### src/rtl/xalu_pkg.sv
// Shared definitions for the nibble-serial ALU sequencer: function codes,
// sequencer states and small decode helpers.
package xalu_pkg;

    // Function codes presented on op_fn and forwarded to the slice on sl_f.
    typedef enum logic [2:0] {
        FnAdd   = 3'd0,
        FnAnd   = 3'd1,
        FnOr    = 3'd2,
        FnXor   = 3'd3,
        FnPassA = 3'd4,
        FnPassB = 3'd5,
        FnShr   = 3'd6,
        FnShl   = 3'd7
    } xalu_fn_e;

    // Sequencer states.
    typedef enum logic [1:0] {
        StIdle = 2'd0,
        StRun  = 2'd1,
        StDone = 2'd2
    } xalu_state_e;

    // Functions whose carry ripples leftwards (LSB pass toward MSB pass).
    function automatic logic fn_chains_left(input xalu_fn_e fn);
        return (fn == FnAdd) || (fn == FnShl);
    endfunction

    // Functions walked MSB nibble first, carry rippling rightwards.
    function automatic logic fn_chains_right(input xalu_fn_e fn);
        return (fn == FnShr);
    endfunction

endpackage

### src/rtl/xalu_nibble_sel.sv
// Picks the operand nibbles for the current pass; the pass index is mapped to
// a nibble position according to the walking direction.
module xalu_nibble_sel
    import xalu_pkg::*;
#(
    parameter int unsigned NIBBLES = 4,
    parameter int unsigned IDX_W   = 2
) (
    input  logic [4*NIBBLES-1:0] i_a,
    input  logic [4*NIBBLES-1:0] i_b,
    input  logic [IDX_W-1:0]     i_idx,
    input  logic                 i_msb_first,
    output logic [3:0]           o_a_nib,
    output logic [3:0]           o_b_nib,
    output logic [IDX_W-1:0]     o_pos
);

    localparam logic [IDX_W-1:0] LastIdx = IDX_W'(NIBBLES - 1);

    logic [IDX_W+1:0] w_bit_base;

    // MSB-first walking reverses the pass index.
    assign o_pos      = i_msb_first ? (LastIdx - i_idx) : i_idx;
    assign w_bit_base = {o_pos, 2'b00};
    assign o_a_nib    = i_a[w_bit_base +: 4];
    assign o_b_nib    = i_b[w_bit_base +: 4];

endmodule

### src/rtl/xalu_nibble_seq.sv
// Nibble-serial ALU sequencer: accepts a full-width operation, drives an
// external 4-bit ALU slice once per nibble while chaining the carry through a
// register, and assembles the full-width result and flags.
module xalu_nibble_seq
    import xalu_pkg::*;
#(
    parameter int unsigned NIBBLES = 4
) (
    input  logic                 clk,
    input  logic                 rst_n,
    // Operation request
    input  logic                 op_valid,
    output logic                 op_ready,
    input  logic [4*NIBBLES-1:0] op_a,
    input  logic [4*NIBBLES-1:0] op_b,
    input  logic [2:0]           op_fn,
    input  logic                 op_com,
    input  logic                 op_cin,
    // External slice
    output logic [3:0]           sl_a,
    output logic [3:0]           sl_b,
    output logic [2:0]           sl_f,
    output logic                 sl_com,
    output logic                 sl_ci_right,
    output logic                 sl_ci_left,
    input  logic [3:0]           sl_d,
    input  logic                 sl_co_left,
    input  logic                 sl_co_right,
    input  logic                 sl_equ,
    input  logic                 sl_zero,
    // Result
    output logic                 res_valid,
    input  logic                 res_ready,
    output logic [4*NIBBLES-1:0] res_d,
    output logic                 res_carry,
    output logic                 res_zero,
    output logic                 res_equ
);

    localparam int unsigned W     = 4 * NIBBLES;
    localparam int unsigned IDX_W = (NIBBLES > 1) ? $clog2(NIBBLES) : 1;
    localparam logic [IDX_W-1:0] LastIdx = IDX_W'(NIBBLES - 1);

    xalu_state_e      r_state;
    xalu_state_e      w_state_next;
    logic [IDX_W-1:0] r_idx;
    logic [W-1:0]     r_a;
    logic [W-1:0]     r_b;
    xalu_fn_e         r_fn;
    logic             r_com;
    logic             r_cin;
    logic             r_carry;
    logic [W-1:0]     r_res_d;
    logic             r_zero;
    logic             r_equ;

    logic             w_accept;
    logic             w_run;
    logic             w_last;
    logic             w_ci;
    logic             w_co;
    logic [3:0]       w_a_nib;
    logic [3:0]       w_b_nib;
    logic [IDX_W-1:0] w_pos;
    logic [IDX_W+1:0] w_bit_base;

    xalu_nibble_sel #(
        .NIBBLES (NIBBLES),
        .IDX_W   (IDX_W)
    ) u_sel (
        .i_a         (r_a),
        .i_b         (r_b),
        .i_idx       (r_idx),
        .i_msb_first (fn_chains_right(r_fn)),
        .o_a_nib     (w_a_nib),
        .o_b_nib     (w_b_nib),
        .o_pos       (w_pos)
    );

    // op_ready also drops while reset is held, not just once the state clears.
    assign op_ready   = rst_n && (r_state == StIdle);
    assign res_valid  = (r_state == StDone);
    assign w_accept   = (r_state == StIdle) && op_valid;
    assign w_run      = (r_state == StRun);
    assign w_last     = (r_idx == LastIdx);
    assign w_bit_base = {w_pos, 2'b00};

    // First pass takes the external carry/shift-in; later passes the chained one.
    assign w_ci = (r_idx == '0) ? r_cin : r_carry;

    // Carry-out worth keeping from this pass; zero for non-chaining functions.
    assign w_co = fn_chains_left(r_fn)  ? sl_co_left  :
                  fn_chains_right(r_fn) ? sl_co_right : 1'b0;

    assign res_d     = r_res_d;
    assign res_carry = r_carry;
    assign res_zero  = r_zero;
    assign res_equ   = r_equ;

    // Slice drive: everything held at zero unless a pass is in progress.
    always_comb begin
        sl_a        = '0;
        sl_b        = '0;
        sl_f        = '0;
        sl_com      = 1'b0;
        sl_ci_right = 1'b0;
        sl_ci_left  = 1'b0;
        if (w_run) begin
            sl_a   = w_a_nib;
            sl_b   = w_b_nib;
            sl_f   = r_fn;
            sl_com = r_com;
            if (fn_chains_left(r_fn)) begin
                sl_ci_right = w_ci;
            end
            if (fn_chains_right(r_fn)) begin
                sl_ci_left = w_ci;
            end
        end
    end

    // Next-state decode.
    always_comb begin
        w_state_next = r_state;
        unique case (r_state)
            StIdle:  if (op_valid)  w_state_next = StRun;
            StRun:   if (w_last)    w_state_next = StDone;
            StDone:  if (res_ready) w_state_next = StIdle;
            default:                w_state_next = StIdle;
        endcase
    end

    // State register.
    always_ff @(posedge clk or negedge rst_n) begin
        if (!rst_n) begin
            r_state <= StIdle;
        end else begin
            r_state <= w_state_next;
        end
    end

    // Operand latch, pass counter, carry chain and result accumulation.
    always_ff @(posedge clk or negedge rst_n) begin
        if (!rst_n) begin
            r_idx   <= '0;
            r_a     <= '0;
            r_b     <= '0;
            r_fn    <= FnAdd;
            r_com   <= 1'b0;
            r_cin   <= 1'b0;
            r_carry <= 1'b0;
            r_res_d <= '0;
            r_zero  <= 1'b0;
            r_equ   <= 1'b0;
        end else if (w_accept) begin
            r_idx   <= '0;
            r_a     <= op_a;
            r_b     <= op_b;
            r_fn    <= xalu_fn_e'(op_fn);
            r_com   <= op_com;
            r_cin   <= op_cin;
            r_carry <= 1'b0;
            // Flags are ANDed across passes, so start from all-true.
            r_zero  <= 1'b1;
            r_equ   <= 1'b1;
        end else if (w_run) begin
            r_res_d[w_bit_base +: 4] <= sl_d;
            r_carry <= w_co;
            r_zero  <= r_zero & sl_zero;
            r_equ   <= r_equ & sl_equ;
            r_idx   <= w_last ? '0 : r_idx + IDX_W'(1);
        end
    end

endmodule

### config.mk
export PLATFORM = sky130hd
export DESIGN_NAME = xalu_nibble_seq
export DESIGN_NICKNAME = d
export VERILOG_FILES = /design/src/rtl/xalu_pkg.sv /design/src/rtl/xalu_nibble_sel.sv /design/src/rtl/xalu_nibble_seq.sv
export SDC_FILE = /design/constraint.sdc
export NUM_CORES = 1
export LEC_CHECK = 0
export ABC_AREA = 1
export CORE_ASPECT_RATIO = 1.5
export CORE_MARGIN = 4
export CORE_UTILIZATION = 40
export DETAILED_ROUTE_END_ITERATION = 12
export MAX_ROUTING_LAYER = met4
export PLACE_DENSITY = 0.72
export SYNTH_ARGS = -nofsm -noshare
export SYNTH_HDL_FRONTEND = slang
export SYNTH_SLANG_ARGS = --single-unit
### constraint.sdc
create_clock -name clk -period 1.7 [get_ports clk]
set_input_delay 0.34 -clock clk [delete_from_list [all_inputs] [get_ports clk]]
set_output_delay 0.34 -clock clk [all_outputs]
set_load 0.005 [all_outputs]
==> results.sh, run 1 <==
export IMPL_grt_ovfl_total=0
export IMPL_yosysUniqueCellTypes=28
export IMPL_area_delta_synth_final_pct=59.4
export IMPL_ff2ff_setup_slack_ps=100
export IMPL_grt_pass1_wl_um=13900
export IMPL_crit_buf_inv=3
export IMPL_synth_warnings=0
export IMPL_maxSlewHeadroom_pct=50.4
export IMPL_drv_slew=0
export IMPL_cpPeakStageDelay_ps=410
export IMPL_synth_top_area_cell="dfrtp_1"
export IMPL_crit_family="simple AND/OR/NAND/NOR gates"
export IMPL_drtPass1Iterations=4
export IMPL_critical_path_required_ps=1360
export IMPL_finalNetCount=534
export IMPL_pwr_share_clk_pct=13.0
export IMPL_p_total_w=0.00895
export IMPL_grt_max_degree=61
export IMPL_synth_seq_area_share_pct=52.5
export IMPL_tns_ps=-3570
export IMPL_pwr_share_comb_pct=60.1
export IMPL_clk_pin_slew_ps=70
export IMPL_wl_per_cell_um=15.3
export IMPL_arrival_ps=1740
export IMPL_p_sw_w=0.00377
export IMPL_postLayoutCellArea_um2=4560
export IMPL_drv_cap=0
export IMPL_leakagePower_nw=2.17
export IMPL_drt_iter0_markers=181
export IMPL_p_per_area_nw_per_um2=1960
export IMPL_crit_type="flop to output pin"
export IMPL_worstMarginPinSlew_ps=744
export IMPL_drive_above_1_share_pct=28.2
export IMPL_crit_path_end_kind="output pin"
export IMPL_drc=0
export IMPL_cts_root_buf="clkbuf_8"
export IMPL_vias_per_cell=5.07
export IMPL_synth_nets=402
export IMPL_internal_power_w=0.00518
export IMPL_path_cells="inv_2, nand3_4, buf_12, nand2_8, nand3_1, nand2_1, nand2_1, a21oi_2, buf_2"
export IMPL_final_period_utilization_pct=122
export IMPL_hp_class="input pin to asynchronous set/reset pin"
export IMPL_fp_row_count=37
export IMPL_crit_fanout=8
export IMPL_setup_viol=11
export IMPL_post_dp_cell_area_um2=3910
export IMPL_grt_use_total_pct=21.5
export IMPL_cts_tree="built"
export IMPL_ys_ff_latch=60
export IMPL_rsz0062_at_grt="true"
export IMPL_startpoint_type="flop"
export IMPL_period_needed_ps=2080
export IMPL_violations="setup timing"
export IMPL_portBuffers=83
export IMPL_antenna_found_initial=0
export IMPL_synthCells=351
export IMPL_synth_area_leaders="dfrtp_1 52%, nand2_1 18%, nand3_1 6.5%, o21ai_0 4.7%, inv_1 3.5%"
export IMPL_core_um2=6900
export IMPL_switching_share_pct=42.1
export IMPL_grt_pass1_vias=2923
export IMPL_finalHoldViolCount=0
export IMPL_setup_ws_ps=-379
export IMPL_power_frac_seq_pct=26.9
export IMPL_num_vias=2860
export IMPL_routed_wl_um=8630
export IMPL_synth_avg_cell_area_um2=8.15
export IMPL_gp_congestion=0.912
export IMPL_io_pin_count=84
export IMPL_clock_skew_ps=8.08
export IMPL_cts_path_max_buffers=2
export IMPL_vdd_ir_drop_max_uv=999
export IMPL_cp_slowest_cell="dfrtp_1"
export IMPL_ant_nets=0
export IMPL_cts_made_buffers=9
export IMPL_die_h_um=112
export IMPL_place_hpwl_um=5650
export IMPL_htree_levels=3
export IMPL_clock_latency_ps=350
export IMPL_synth_top_area_share_pct=52.5
export IMPL_cts_sinks=60
export IMPL_die_area_um2=8600
export IMPL_synth_area_um2=2860
export IMPL_max_freq_mhz=481
export IMPL_antenna_cells=0
export IMPL_cpMostUsedCell="nand2_1"
export IMPL_status="complete, but fails checks"
export IMPL_initial_core_util_pct=41.5
export IMPL_cts_hold_buf=0
export IMPL_die_width_um=77.0
export IMPL_fillCellCount=557
per-stage QoR:
stage | instances | worst slack (ps) | hold slack, ps | util [%]
floorplan | 351 | 190 | 44.4 | -
global placement | 523 | -437 | 463 | 56.7
detailed placement | 523 | -470 | 467 | 56.7
CTS | 562 | -336 | 183 | 64.7
global route | 564 | -479 | 237 | 66.1
finish | 564 | -379 | 152 | 66.1
layout make-up:
cell class	count	area [um2]	area share [%]
timing repair inverter	1	6.26	0.137
tap	78	97.6	2.14
clock inverter	2	10.0	0.220
inverter	32	138	3.02
sequential	60	1510	33.0
multi-input combinational	248	1420	31.1
timing repair buffer	131	1220	26.8
clock buffer	12	165	3.62
power groups by stage:
stage | Clock [W] | Combinational [W] | Sequential, W
global route | 0.00125 | 0.00588 | 0.00247
floorplan | 0 | 0.00229 | 0.00236
CTS | 0.00117 | 0.00504 | 0.00240
finish | 0.00117 | 0.00538 | 0.00241
detailed placement | 0 | 0.00408 | 0.00241
global placement | 0 | 0.00402 | 0.00238
cells in the mapped netlist, drive strengths merged:
cell / instances
dfrtp: 60
ha: 2
inv: 30
buf: 9
o21ai: 41
clkinv: 2
o22ai: 2
nand4: 1
nand3: 42
a21o: 1
nand2: 137
clkbuf: 4
nor2: 9
a21oi: 9
o211ai: 1
nor3b: 1
layer usage:
metal	vias to the layer above	wire, um	global-route usage [%]
met2	92	4580	37.3
met5	-	0	-
met4	0	357	13.1
met3	24	369	3.88
met1	1342	3320	22.6
li1	1402	-	-
final timing paths:
| check | from | to | cells after the start |
|---|---|---|---|
| worst max register to register | r_fn[0]$_DFFE_PN0P_ | res_d[6]$_DFFE_PN0P_ | 10 |
| min in group clk | r_b[1]$_DFFE_PN0P_ | r_b[1]$_DFFE_PN0P_ | 2 |
| max in group asynchronous | rst_n | r_fn[1]$_DFFE_PN0P_ | 2 |
| worst max-delay path | r_fn[0]$_DFFE_PN0P_ | sl_b[3] | 9 |
| worst min-delay path | rst_n | res_d[4]$_DFFE_PN0P_ | 2 |
| worst min register to register | r_b[1]$_DFFE_PN0P_ | r_b[1]$_DFFE_PN0P_ | 2 |
kinds of logic after synthesis:
group,after synthesis,share of synthesized area (%)
flops,60,52.5
compound gates,54,9.84
fa+ha+maj,2,0.875
buf+inv,45,6.87
simple gates,190,29.9
sequential cells by signal, indices dropped and copies added, names as in the netlist:
signal and flops:
res_carry 1, r_state 2, r_a 16, res_equ 1
r_idx 2, r_cin 1, r_com 1, r_b 16
r_fn 3, res_d 16, res_zero 1
timing repair:
action,in CTS,in global routing
setup endpoints to repair,16,26
buffers inserted,21,5
pin swaps,22,17
gates cloned,4,0
gates resized for setup,114,25
layout by cell type, fill, tap and decap left out, types with 3 or more instances in the layout:
cell and count:
a21oi_2 8, buf_12 3, buf_2 15, buf_4 31, buf_6 13, clkbuf_8 12
clkdlybuf4s50_1 66, dfrtp_1 57, dfrtp_2 3, inv_1 23, inv_2 4, nand2_1 123
nand2_2 8, nand2_4 3, nand2_8 4, nand3_1 28, nand3_2 9, nand3_4 5
nor2_1 3, nor2_4 4, o21ai_0 26, o21ai_1 14
(Power assumes the default switching activity.)
==> inputs of run 2 (changes only) <==
GPL_TIMING_DRIVEN = 0   (was not set)
SLEW_MARGIN = 15   (was not set)
==> run 2 against run 1 <==
Net effect:
- die area did not move
- routed wire length grew 8.9%
- the run ends with hold timing, setup timing left
- largest cell class unchanged
- critical endpoint is now sl_a[1]
- cell area up 1.2%
==> results.sh, run 2 (synthesis results as in run 1) <==
export IMPL_grt_pass1_wl_um=14200
export IMPL_grt_ovfl_total=0
export IMPL_htree_levels=3
export IMPL_multi_input_area_um2=1430
export IMPL_cts_path_max_buffers=2
export IMPL_final_cell_mix="124 x nand2_1, 66 x clkdlybuf4s50_1, 56 x dfrtp_1"
export IMPL_routed_wl_um=9390
export IMPL_clock_skew_ps=8.40
export IMPL_arrival_ps=1850
export IMPL_finalCoreUtilization_pct=66.9
export IMPL_fp_row_count=37
export IMPL_max_freq_mhz=457
export IMPL_num_vias=2960
export IMPL_initial_core_util_pct=41.5
export IMPL_portBuffers=83
export IMPL_drv_cap=0
export IMPL_drv_slew=0
export IMPL_clock_latency_ps=340
export IMPL_drive_above_1_share_pct=28.8
export IMPL_die_width_um=77.0
export IMPL_drt_iter0_markers=225
export IMPL_p_total_w=0.00936
export IMPL_tns_ps=-4070
export IMPL_cts_root_buf="clkbuf_8"
export IMPL_ant_nets=0
export IMPL_vias_per_cell=5.25
export IMPL_cts_made_buffers=9
export IMPL_setup_viol=14
export IMPL_p_per_area_nw_per_um2=2030
export IMPL_crit_type="flop to output pin"
export IMPL_status="complete, but fails checks"
export IMPL_setup_ws_ps=-486
export IMPL_drc=0
export IMPL_vdd_ir_drop_max_uv=848
export IMPL_violations="hold timing, setup timing"
export IMPL_crit_path_end_kind="output pin"
export IMPL_seq_area_um2=1510
export IMPL_worstMarginPinSlew_ps=497
export IMPL_hold_worst_slack_ps=-60.0
export IMPL_core_um2=6900
export IMPL_antenna_cells=0
export IMPL_post_place_ws_ps=-623
export IMPL_gp_congestion=0.873
export IMPL_antenna_found_initial=0
export IMPL_final_period_utilization_pct=129
export IMPL_final_common_cell="nand2_1"
export IMPL_io_pin_count=84
export IMPL_area_delta_synth_final_pct=61.2
export IMPL_finalHoldViolCount=49
export IMPL_maxSlewHeadroom_pct=66.8
export IMPL_grt_use_total_pct=21.7
export IMPL_die_h_um=112
export IMPL_finalNetCount=532
export IMPL_crit_fanout=5
export IMPL_cts_tree="built"
export IMPL_fillCellCount=511
export IMPL_period_needed_ps=2190
export IMPL_rsz0062_at_grt="true"
export IMPL_die_area_um2=8600
export IMPL_wl_per_cell_um=16.7
export IMPL_hp_class="input pin to asynchronous set/reset pin"
export IMPL_critical_path_required_ps=1360
export IMPL_leakagePower_nw=2.17
export IMPL_drtPass1Iterations=4
export IMPL_place_hpwl_um=5760
export IMPL_cts_sinks=60
export IMPL_startpoint_type="flop"
export IMPL_clk_pin_slew_ps=70
export IMPL_grt_pass1_vias=3053
export IMPL_grt_max_degree=62
run 2: changes by cell type in the layout (fill, tap and decap cells not counted), sizes merged:
cell / delta
buf: -9
bufinv: +1
clkbuf: +9
clkinv: +1
clkinvlp: +2
dlygate4sd2: -2
dlygate4sd3: +1
inv: -1
nand2: -1
nand4: -1
run 2: what timing repair did:
| action | in CTS | in global routing |
|---|---|---|
| endpoints found under the setup margin | 16 | 42 |
| pin swaps | 21 | 18 |
| resized for setup | 126 | 39 |
| hold endpoints to repair | 60 | 11 |
| cloned | 3 | 1 |
| buffers inserted | 26 | 6 |
run 2: worst paths after layout:
kind,from,endpoint,slack (ps),cells after the start
min in group clk,r_a[1]$_DFFE_PN0P_,r_a[1]$_DFFE_PN0P_,480,2
max in group asynchronous,rst_n,res_equ$_DFFE_PN0P_,520,2
max reg2reg,r_fn[1]$_DFFE_PN0P_,res_d[10]$_DFFE_PN0P_,10,10
max,r_fn[1]$_DFFE_PN0P_,sl_a[1],-490,8
min reg2reg,r_a[1]$_DFFE_PN0P_,r_a[1]$_DFFE_PN0P_,480,2
min,rst_n,res_d[10]$_DFFE_PN0P_,-60,1
run 2: where the power goes:
group / total, W / switching [W] / leakage [nW] / internal, W
Sequential: 0.00244 / 0.000369 / 0.749 / 0.00207
Clock: 0.00130 / 0.000585 / 0.0983 / 0.000713
Combinational: 0.00563 / 0.00306 / 1.33 / 0.00257
run 2: metal layers:
metal  GRT usage [%]  wire length, um
met5               -                0
met4            12.1              495
met3            5.42              485
met2            37.3             4960
met1            22.5             3450
run 2: cell type report:
| type | count | share of cell area, % |
|---|---|---|
| Sequential cell | 60 | 32.7 |
| Clock inverter | 6 | 1.38 |
| Multi-Input combinational cell | 246 | 31.0 |
| Tap cell | 78 | 2.12 |
| Clock buffer | 10 | 2.98 |
| Inverter | 32 | 3.15 |
| Timing Repair Buffer | 120 | 24.4 |
| Buffer | 12 | 2.33 |
run 2: worst max-delay path: stages, from the launching register on:
cell and delay (ps):
dfrtp_2 440, buf_6 130, buf_6 100, nand4_4 150
buf_6 190, nand3_1 120, nand3_4 90, a21oi_2 160
buf_2 130
run 2: metrics by stage:
| stage | std cells | hold slack, ps | area (um2) |
|---|---|---|---|
| floorplan | 351 | 44.4 | 2860 |
| global placement | 512 | 467 | 3790 |
| detailed placement | 512 | 455 | 3790 |
| CTS | 557 | -20.6 | 4430 |
| global route | 564 | -45.7 | 4610 |
| finish | 564 | -60.0 | 4610 |
